===== src/rtl/fifo_ctrl_lvl_if.sv =====
// Handshake and status bundle between a FIFO producer/consumer side and the
// fifo_ctrl_lvl pointer controller.
interface fifo_ctrl_lvl_if #(
    parameter int ADDR_WIDTH = 4
);
    logic                  clr;
    logic                  wr;
    logic                  rd;
    logic                  err_clr;
    logic                  wr_en;
    logic                  rd_en;
    logic [ADDR_WIDTH-1:0] wr_addr;
    logic [ADDR_WIDTH-1:0] rd_addr;
    logic [ADDR_WIDTH:0]   count;
    logic                  full;
    logic                  empty;
    logic                  almost_full;
    logic                  almost_empty;
    logic                  overflow;
    logic                  underflow;

    modport master (
        output clr, wr, rd, err_clr,
        input  wr_en, rd_en, wr_addr, rd_addr, count,
        input  full, empty, almost_full, almost_empty, overflow, underflow
    );

    modport slave (
        input  clr, wr, rd, err_clr,
        output wr_en, rd_en, wr_addr, rd_addr, count,
        output full, empty, almost_full, almost_empty, overflow, underflow
    );
endinterface


===== src/rtl/fifo_ctrl_lvl.sv =====
// FIFO pointer/status controller for an external dual-port RAM: occupancy count,
// almost-full/almost-empty thresholds, synchronous flush and sticky error flags.
module fifo_ctrl_lvl #(
    parameter int ADDR_WIDTH = 4,
    parameter int AF_LEVEL   = 2**ADDR_WIDTH - 2,
    parameter int AE_LEVEL   = 2
) (
    input logic            clk,
    input logic            reset,
    fifo_ctrl_lvl_if.slave bus
);
    localparam int CW = ADDR_WIDTH + 1;
    localparam logic [CW-1:0] DEPTH_C = CW'(2**ADDR_WIDTH);
    localparam logic [CW-1:0] AF_C    = CW'(AF_LEVEL);
    localparam logic [CW-1:0] AE_C    = CW'(AE_LEVEL);

    logic [ADDR_WIDTH-1:0] wr_addr_q, wr_addr_d;
    logic [ADDR_WIDTH-1:0] rd_addr_q, rd_addr_d;
    logic [CW-1:0]         count_q, count_d;
    logic                  full_q, full_d;
    logic                  empty_q, empty_d;
    logic                  af_q, af_d;
    logic                  ae_q, ae_d;
    logic                  overflow_q, overflow_d;
    logic                  underflow_q, underflow_d;
    logic                  wr_en;
    logic                  rd_en;

    always_comb begin
        // A read frees a slot in the same cycle, so a full FIFO still accepts rd+wr.
        rd_en = bus.rd & ~bus.clr & ~empty_q;
        wr_en = bus.wr & ~bus.clr & (~full_q | rd_en);

        wr_addr_d = wr_addr_q;
        rd_addr_d = rd_addr_q;
        count_d   = count_q;
        if (bus.clr) begin
            wr_addr_d = '0;
            rd_addr_d = '0;
            count_d   = '0;
        end else begin
            wr_addr_d = wr_addr_q + ADDR_WIDTH'(wr_en);
            rd_addr_d = rd_addr_q + ADDR_WIDTH'(rd_en);
            count_d   = count_q + CW'(wr_en) - CW'(rd_en);
        end

        full_d  = (count_d == DEPTH_C);
        empty_d = (count_d == '0);
        af_d    = (count_d >= AF_C);
        ae_d    = (count_d <= AE_C);

        // Set beats clear; requests during a flush are ignored, not refused.
        overflow_d  = (overflow_q  & ~bus.err_clr) | (bus.wr & ~wr_en & ~bus.clr);
        underflow_d = (underflow_q & ~bus.err_clr) | (bus.rd & ~rd_en & ~bus.clr);
    end

    always_ff @(posedge clk or posedge reset) begin
        if (reset) begin
            wr_addr_q   <= '0;
            rd_addr_q   <= '0;
            count_q     <= '0;
            full_q      <= 1'b0;
            empty_q     <= 1'b1;
            af_q        <= 1'b0;
            ae_q        <= 1'b1;
            overflow_q  <= 1'b0;
            underflow_q <= 1'b0;
        end else begin
            wr_addr_q   <= wr_addr_d;
            rd_addr_q   <= rd_addr_d;
            count_q     <= count_d;
            full_q      <= full_d;
            empty_q     <= empty_d;
            af_q        <= af_d;
            ae_q        <= ae_d;
            overflow_q  <= overflow_d;
            underflow_q <= underflow_d;
        end
    end

    assign bus.wr_en        = wr_en;
    assign bus.rd_en        = rd_en;
    assign bus.wr_addr      = wr_addr_q;
    assign bus.rd_addr      = rd_addr_q;
    assign bus.count        = count_q;
    assign bus.full         = full_q;
    assign bus.empty        = empty_q;
    assign bus.almost_full  = af_q;
    assign bus.almost_empty = ae_q;
    assign bus.overflow     = overflow_q;
    assign bus.underflow    = underflow_q;
endmodule


===== src/flat_wrapper.sv =====
// flat-port wrapper written by rule: the top's interface ports become plain ports
module fifo_ctrl_lvl_flat 
#(
    parameter int ADDR_WIDTH = 4,
    parameter int AF_LEVEL   = 2**ADDR_WIDTH - 2,
    parameter int AE_LEVEL   = 2
)
  (clk, reset, bus_clr, bus_wr, bus_rd, bus_err_clr, bus_wr_en, bus_rd_en, bus_wr_addr, bus_rd_addr, bus_count, bus_full, bus_empty, bus_almost_full, bus_almost_empty, bus_overflow, bus_underflow);
  fifo_ctrl_lvl_if #(.ADDR_WIDTH(ADDR_WIDTH)) bus_i ();
  input logic clk;
  input logic reset;
  input wire logic [$bits(bus_i.clr)-1:0] bus_clr;
  input wire logic [$bits(bus_i.wr)-1:0] bus_wr;
  input wire logic [$bits(bus_i.rd)-1:0] bus_rd;
  input wire logic [$bits(bus_i.err_clr)-1:0] bus_err_clr;
  output wire logic [$bits(bus_i.wr_en)-1:0] bus_wr_en;
  output wire logic [$bits(bus_i.rd_en)-1:0] bus_rd_en;
  output wire logic [$bits(bus_i.wr_addr)-1:0] bus_wr_addr;
  output wire logic [$bits(bus_i.rd_addr)-1:0] bus_rd_addr;
  output wire logic [$bits(bus_i.count)-1:0] bus_count;
  output wire logic [$bits(bus_i.full)-1:0] bus_full;
  output wire logic [$bits(bus_i.empty)-1:0] bus_empty;
  output wire logic [$bits(bus_i.almost_full)-1:0] bus_almost_full;
  output wire logic [$bits(bus_i.almost_empty)-1:0] bus_almost_empty;
  output wire logic [$bits(bus_i.overflow)-1:0] bus_overflow;
  output wire logic [$bits(bus_i.underflow)-1:0] bus_underflow;
  assign bus_i.clr = bus_clr;
  assign bus_i.wr = bus_wr;
  assign bus_i.rd = bus_rd;
  assign bus_i.err_clr = bus_err_clr;
  assign bus_wr_en = bus_i.wr_en;
  assign bus_rd_en = bus_i.rd_en;
  assign bus_wr_addr = bus_i.wr_addr;
  assign bus_rd_addr = bus_i.rd_addr;
  assign bus_count = bus_i.count;
  assign bus_full = bus_i.full;
  assign bus_empty = bus_i.empty;
  assign bus_almost_full = bus_i.almost_full;
  assign bus_almost_empty = bus_i.almost_empty;
  assign bus_overflow = bus_i.overflow;
  assign bus_underflow = bus_i.underflow;
  fifo_ctrl_lvl #(.ADDR_WIDTH(ADDR_WIDTH), .AF_LEVEL(AF_LEVEL), .AE_LEVEL(AE_LEVEL)) u_core (.clk(clk), .reset(reset), .bus(bus_i));
endmodule

===== config.mk =====
export PLATFORM = sky130hd
export DESIGN_NAME = fifo_ctrl_lvl_flat
export DESIGN_NICKNAME = d
export VERILOG_FILES = /design/src/rtl/fifo_ctrl_lvl_if.sv /design/src/rtl/fifo_ctrl_lvl.sv /design/src/flat_wrapper.sv
export SDC_FILE = /design/constraint.sdc
export NUM_CORES = 1
export LEC_CHECK = 0
export CORE_ASPECT_RATIO = 0.8
export CORE_MARGIN = 8
export CORE_UTILIZATION = 41
export CTS_CLUSTER_DIAMETER = 200
export DETAILED_ROUTE_END_ITERATION = 8
export PLACE_DENSITY = 0.69
export REMOVE_ABC_BUFFERS = 1
export SETUP_SLACK_MARGIN = 0.1
export SLEW_MARGIN = 30
export SYNTH_ARGS = -nofsm -noshare
export SYNTH_HDL_FRONTEND = slang
export SYNTH_SLANG_ARGS = --single-unit

===== constraint.sdc =====
create_clock -name clk -period 2.4 [get_ports clk]
set_clock_uncertainty 0.2 [all_clocks]
set_input_delay 0.36 -clock clk [delete_from_list [all_inputs] [get_ports clk]]
set_output_delay 0.36 -clock clk [all_outputs]
set_load 0.03 [all_outputs]

# == After elaboration in Yosys (flattened, before gate mapping) ==
# Index checks and enable logic that the tools add are counted.
# totals
in_bits,6
mem_count,0
ramBits,0
romBits,0
register_bits,19
elab_cells,39
latch_bits,0
# op_classes
bitwise,19
add_sub_neg,4
n_mux,3
shifts,0
n_reduce_logical,1
n_div,0
n_eq_ne,1
mul,0
order_cmp,2
# ops
operator,n
1-bit bitwise AND,10
4-bit by 1-bit adder with 4-bit output,2
4-bit 2-to-1 mux,2
1-bit inverter,6
5-bit by 1-bit adder with 5-bit output,1
5-bit equality test (second input constant),1
5-bit by 4-bit greater-or-equal comparator with 1-bit output (second input constant),1
5-bit by 2-bit less-or-equal comparator with 1-bit output (second input constant),1
5-bit logical NOT,1
5-bit 2-to-1 mux,1
5-bit by 1-bit subtractor with 5-bit output,1
1-bit OR,3

# == Depth between registers and ports, before layout ==
# logic_depth
ltp_word,9
depth_mapped,13
depth_no_buf,13

# == Least setup slack after synthesis ==
# Ideal clock, no wire load.
# synth_timing
path_kind,input to register
from,in bus_clr
to,"reg u_core.af_q, in the netlist u_core.bus.almost_full"
n_path_buf,0
path_slack_ps,-660
stages,11
t_arrival_ps,2782
path_cell_list,inv_1 > nand2_1 > nor2_1 > ha_1 > inv_1 > ha_1 > inv_1 > fa_1 > xor2_1 > or4_1 > a21oi_1
# synth_via
elab_chain_cells,9
elab_cells_between_ends,10
# synth_rtl
item,line,rtl
start: declaration,flat_wrapper.sv:12,input wire logic [$bits(bus_i.clr)-1:0] bus_clr;
1-bit inverter (*),fifo_ctrl_lvl.sv:31,rd_en = bus.rd & ~bus.clr & ~empty_q;
1-bit bitwise AND (*) (2 in series),fifo_ctrl_lvl.sv:31,
named net bus_rd_en,flat_wrapper.sv:17,output wire logic [$bits(bus_i.rd_en)-1:0] bus_rd_en;
1-bit OR,fifo_ctrl_lvl.sv:32,wr_en = bus.wr & ~bus.clr & (~full_q | rd_en);
1-bit bitwise AND,fifo_ctrl_lvl.sv:32,
5-bit by 1-bit adder with 5-bit output,fifo_ctrl_lvl.sv:44,count_d = count_q + CW'(wr_en) - CW'(rd_en);
5-bit by 1-bit subtractor with 5-bit output (*),fifo_ctrl_lvl.sv:44,
5-bit 2-to-1 mux (*),fifo_ctrl_lvl.sv:37,if (bus.clr) begin
5-bit by 4-bit greater-or-equal comparator with 1-bit output (*),fifo_ctrl_lvl.sv:49,af_d = (count_d >= AF_C);
named net u_core.af_d,fifo_ctrl_lvl.sv:22,"logic af_q, af_d;"
end signal: assignment,fifo_ctrl_lvl.sv:64,af_q <= 1'b0;
end signal: assignment,fifo_ctrl_lvl.sv:74,af_q <= af_d;
end: declaration,fifo_ctrl_lvl.sv:22,
# Mark *: on every way through the listed nets, which the timed path passes. The rest lies on a longest branch.

# == Worst setup path after layout ==
# layout_timing
from,"reg u_core.empty_q, in the netlist u_core.bus.empty"
to,"reg u_core.af_q, in the netlist u_core.bus.almost_full"
# layout_via
elab_chain_cells,8
# layout_rtl
item,line,rtl
start: declaration,fifo_ctrl_lvl.sv:21,"logic empty_q, empty_d;"
start signal: assignment,fifo_ctrl_lvl.sv:73,empty_q <= empty_d;
1-bit inverter (*),fifo_ctrl_lvl.sv:31,
1-bit bitwise AND (*),fifo_ctrl_lvl.sv:31,
1-bit OR,fifo_ctrl_lvl.sv:32,
1-bit bitwise AND,fifo_ctrl_lvl.sv:32,
5-bit by 1-bit adder with 5-bit output,fifo_ctrl_lvl.sv:44,
5-bit by 1-bit subtractor with 5-bit output (*),fifo_ctrl_lvl.sv:44,
5-bit 2-to-1 mux (*),fifo_ctrl_lvl.sv:37,
5-bit by 4-bit greater-or-equal comparator with 1-bit output (*),fifo_ctrl_lvl.sv:49,
named net u_core.af_d,fifo_ctrl_lvl.sv:22,
# Marks and branches as above.

==> impl_metrics.yaml <==
worst_setup_path:
  cp-end-kind: "flip-flop"
  cpPeakStageDelay_ns: 0.58
  cpLargestDelayFamily: "adder cells"
  critical_path_peak_fanout: 3
  rrSetupSlack_ns: -0.21
  start_kind: "flip-flop"
  worst-path-buf-inv: 2
  cp.required_ns: 2.43
  critPathSlowestCell: "dfstp_2"
  crit_type: "flip-flop to flip-flop"
  worstPathArrival_ns: 2.64
  crit_chain: "o21ai_2 -> nand3_1 -> ha_1 -> inv_1 -> ha_2 -> inv_2 -> fa_2 -> or4_4 -> a21oi_2"
drt:
  drt-initial-drc-count: 27
  route.detailed.drc: 0
  wl_met2_mm: 1.18
  vias_per_cell: 4.87
  wirelength_met1_um: 899
  routed_wirelength_mm: 2.21
  postRouteAntennaNets: 0
  dr_total_vias: 760
  dr.pass1.iters: 4
  wl_met3_um: 106
  routed.top_layer: "met4"
  post_drt_wl_per_cell_um: 14.2
clocking:
  cts_buffers: 3
  clk_latency_ns: 0.29
  htreeDepth: 1
  clock-root-buffer: "clkbuf_4"
  clkTransAtPathRegs_ns: 0.11
  cts_tree: "built"
  clock_sink_count: 19
  ctsLongestPathBuffers: 2
global_routing:
  grt_pass1_wl_mm: 3.71
  grt_usage: 0.112
  first_global_vias: 816
  antenna_found_initial: 0
  grt_start_max_net_pins: 20
  grt.overflow.total: 0
sta:
  tightest_slew_ns: 0.721
  finalHoldViolCount: 0
  setup_slack_ns: -0.213
  max_freq_ghz: 0.383
  fin_crit_sh: 1.09
  fin_tns_setup_ns: -0.779
  final_max_slew_viol_count: 0
  fin_crit_ns: 2.61
  rsz0062_at_grt: "yes"
  slew_headroom: 0.519
  finalSetupViolCount: 5
cells_and_area:
  final_common_cell: "clkdlybuf4s50_1"
  post-route-cell-area_sq_um: 1440
  fin_util: 0.669
  fill_cells: 169
  final_cell_mix: "clkdlybuf4s50_1 (22), dfrtp_1 (17), buf_4 (15)"
  diodes: 0
  layout-drive-gt1-share: 0.305
  area_delta_synth_final_pct: 54.3
  nets: 148
logic_synthesis:
  yosys.cell_types.count: 22
  ys_seq_area_frac: 0.511
  syn_area_sq_um: 936
  syn_area_per_cell_sq_um: 10.8
  yosys_warnings: 0
  synthesis.instances: 87
  ys_seq_elements: 19
floorplanning:
  initial_core_util: 0.434
  dieArea_sq_um: 4080
  die_width_um: 69.4
  rows: 15
  io_pins: 27
  die_h_um: 58.7
  coreArea_sq_um: 2160
worst_hold_path:
  hold_class: "input port to async pin"
pwr:
  power.density_nw_per_um2: 1270
  vdd_drop_max_uv: 1050
  leakage_uw: 0.000685
outcome:
  status: "finished, violations left"
  violations: "negative setup slack"
placement:
  place_ws_ns: -0.917
  dpl_cell_area_sq_um: 1300
  dp_hpwl_mm: 1.65
  gp_congestion: 0.812
  io_buffers: 26
job:
  cap_violations: 0
==> power breakdown <==
part | switching, uW | total [uW] | internal, uW
Sequential | 52.0 | 459 | 407
Clock | 96.5 | 161 | 64.7
Combinational | 608 | 1210 | 600
Total | 756 | 1830 | 1070
==> metrics by stage <==
stage / std cells / total power (uW) / hold slack (ns)
floorplan: 86 / 964 / 0.110
global placement: 148 / 1310 / 0.281
detailed placement: 148 / 1330 / 0.283
CTS: 154 / 1680 / 0.292
global route: 156 / 1940 / 0.326
finish: 156 / 1830 / 0.271
==> metal layers <==
layer,vias to the layer above,global-route usage
met5,-,0
met4,0,0.0350
met3,2,0.0419
met2,15,0.205
met1,367,0.118
li1,376,-
==> logic make-up (layout without fill, tap and decap cells) <==
| logic type | count (synthesis) | in the layout | share of synthesized area |
|---|---|---|---|
| adders and majority gates | 10 | 10 | 0.142 |
| buffers and inverters | 11 | 55 | 0.0441 |
| AOI/OAI and AO/OA | 9 | 9 | 0.0682 |
| xor gates and xnor gates | 7 | 7 | 0.0655 |
| DFF | 19 | 19 | 0.511 |
| and+or+nand+nor | 31 | 31 | 0.170 |
==> cell type report <==
class | instances | area, sq um | share of cell area
multi-input cells | 57 | 498 | 0.345
flip-flops and latches | 19 | 478 | 0.331
repair buffers | 41 | 373 | 0.258
inverters | 10 | 37.5 | 0.0260
well taps | 25 | 31.3 | 0.0217
clock buffers | 4 | 26.3 | 0.0182
==> Yosys cell counts <==
cell type,instances,share of area
dfrtp_1,17,0.45
a41o_1,2,0.021
fa_1,1,0.021
nand2b_1,2,0.013
a21oi_1,4,0.021
nand3_1,4,0.021
or2_1,1,0.0067
or4_1,1,0.0080
o2bb2ai_1,1,0.0094
clkbuf_1,1,0.0040
ha_1,9,0.12
o21ai_0,1,0.0053
nor2_1,11,0.044
xnor2_1,4,0.037
a32o_1,1,0.011
and3_1,1,0.0067
inv_1,10,0.040
dfstp_2,2,0.056
nand2_1,3,0.012
nor2b_1,7,0.047
nor4bb_1,1,0.011
xor2_1,3,0.028
==> path summary, 6_finish.rpt <==
kind                            depth (start not counted)                start                      to
worst max-delay path                                    9     u_core.bus.empty  u_core.bus.almost_full
worst min-delay path                                    2                reset   u_core.bus.rd_addr[2]
worst max register to register                          9     u_core.bus.empty  u_core.bus.almost_full
worst min register to register                          1  u_core.bus.overflow     u_core.bus.overflow
max in group asynchronous                               2                reset     u_core.bus.count[0]
min in group clk                                        1  u_core.bus.overflow     u_core.bus.overflow
==> state kept, by name, indices dropped and copies added, names as in the netlist <==
signal,count
u_core.bus.almost_full,1
u_core.bus.underflow,1
u_core.bus.almost_empty,1
u_core.bus.overflow,1
u_core.bus.wr_addr,4
u_core.bus.rd_addr,4
u_core.bus.full,1
u_core.bus.count,5
u_core.bus.empty,1
==> timing repair <==
action | CTS | global route
endpoints found under the setup margin | 8 | 8
pin swaps | 7 | 9
setup buffers | 2 | 2
resized for setup | 17 | 8
hold buffers | 0 | 0
No activity file was read; power rests on OpenSTA's default activity.
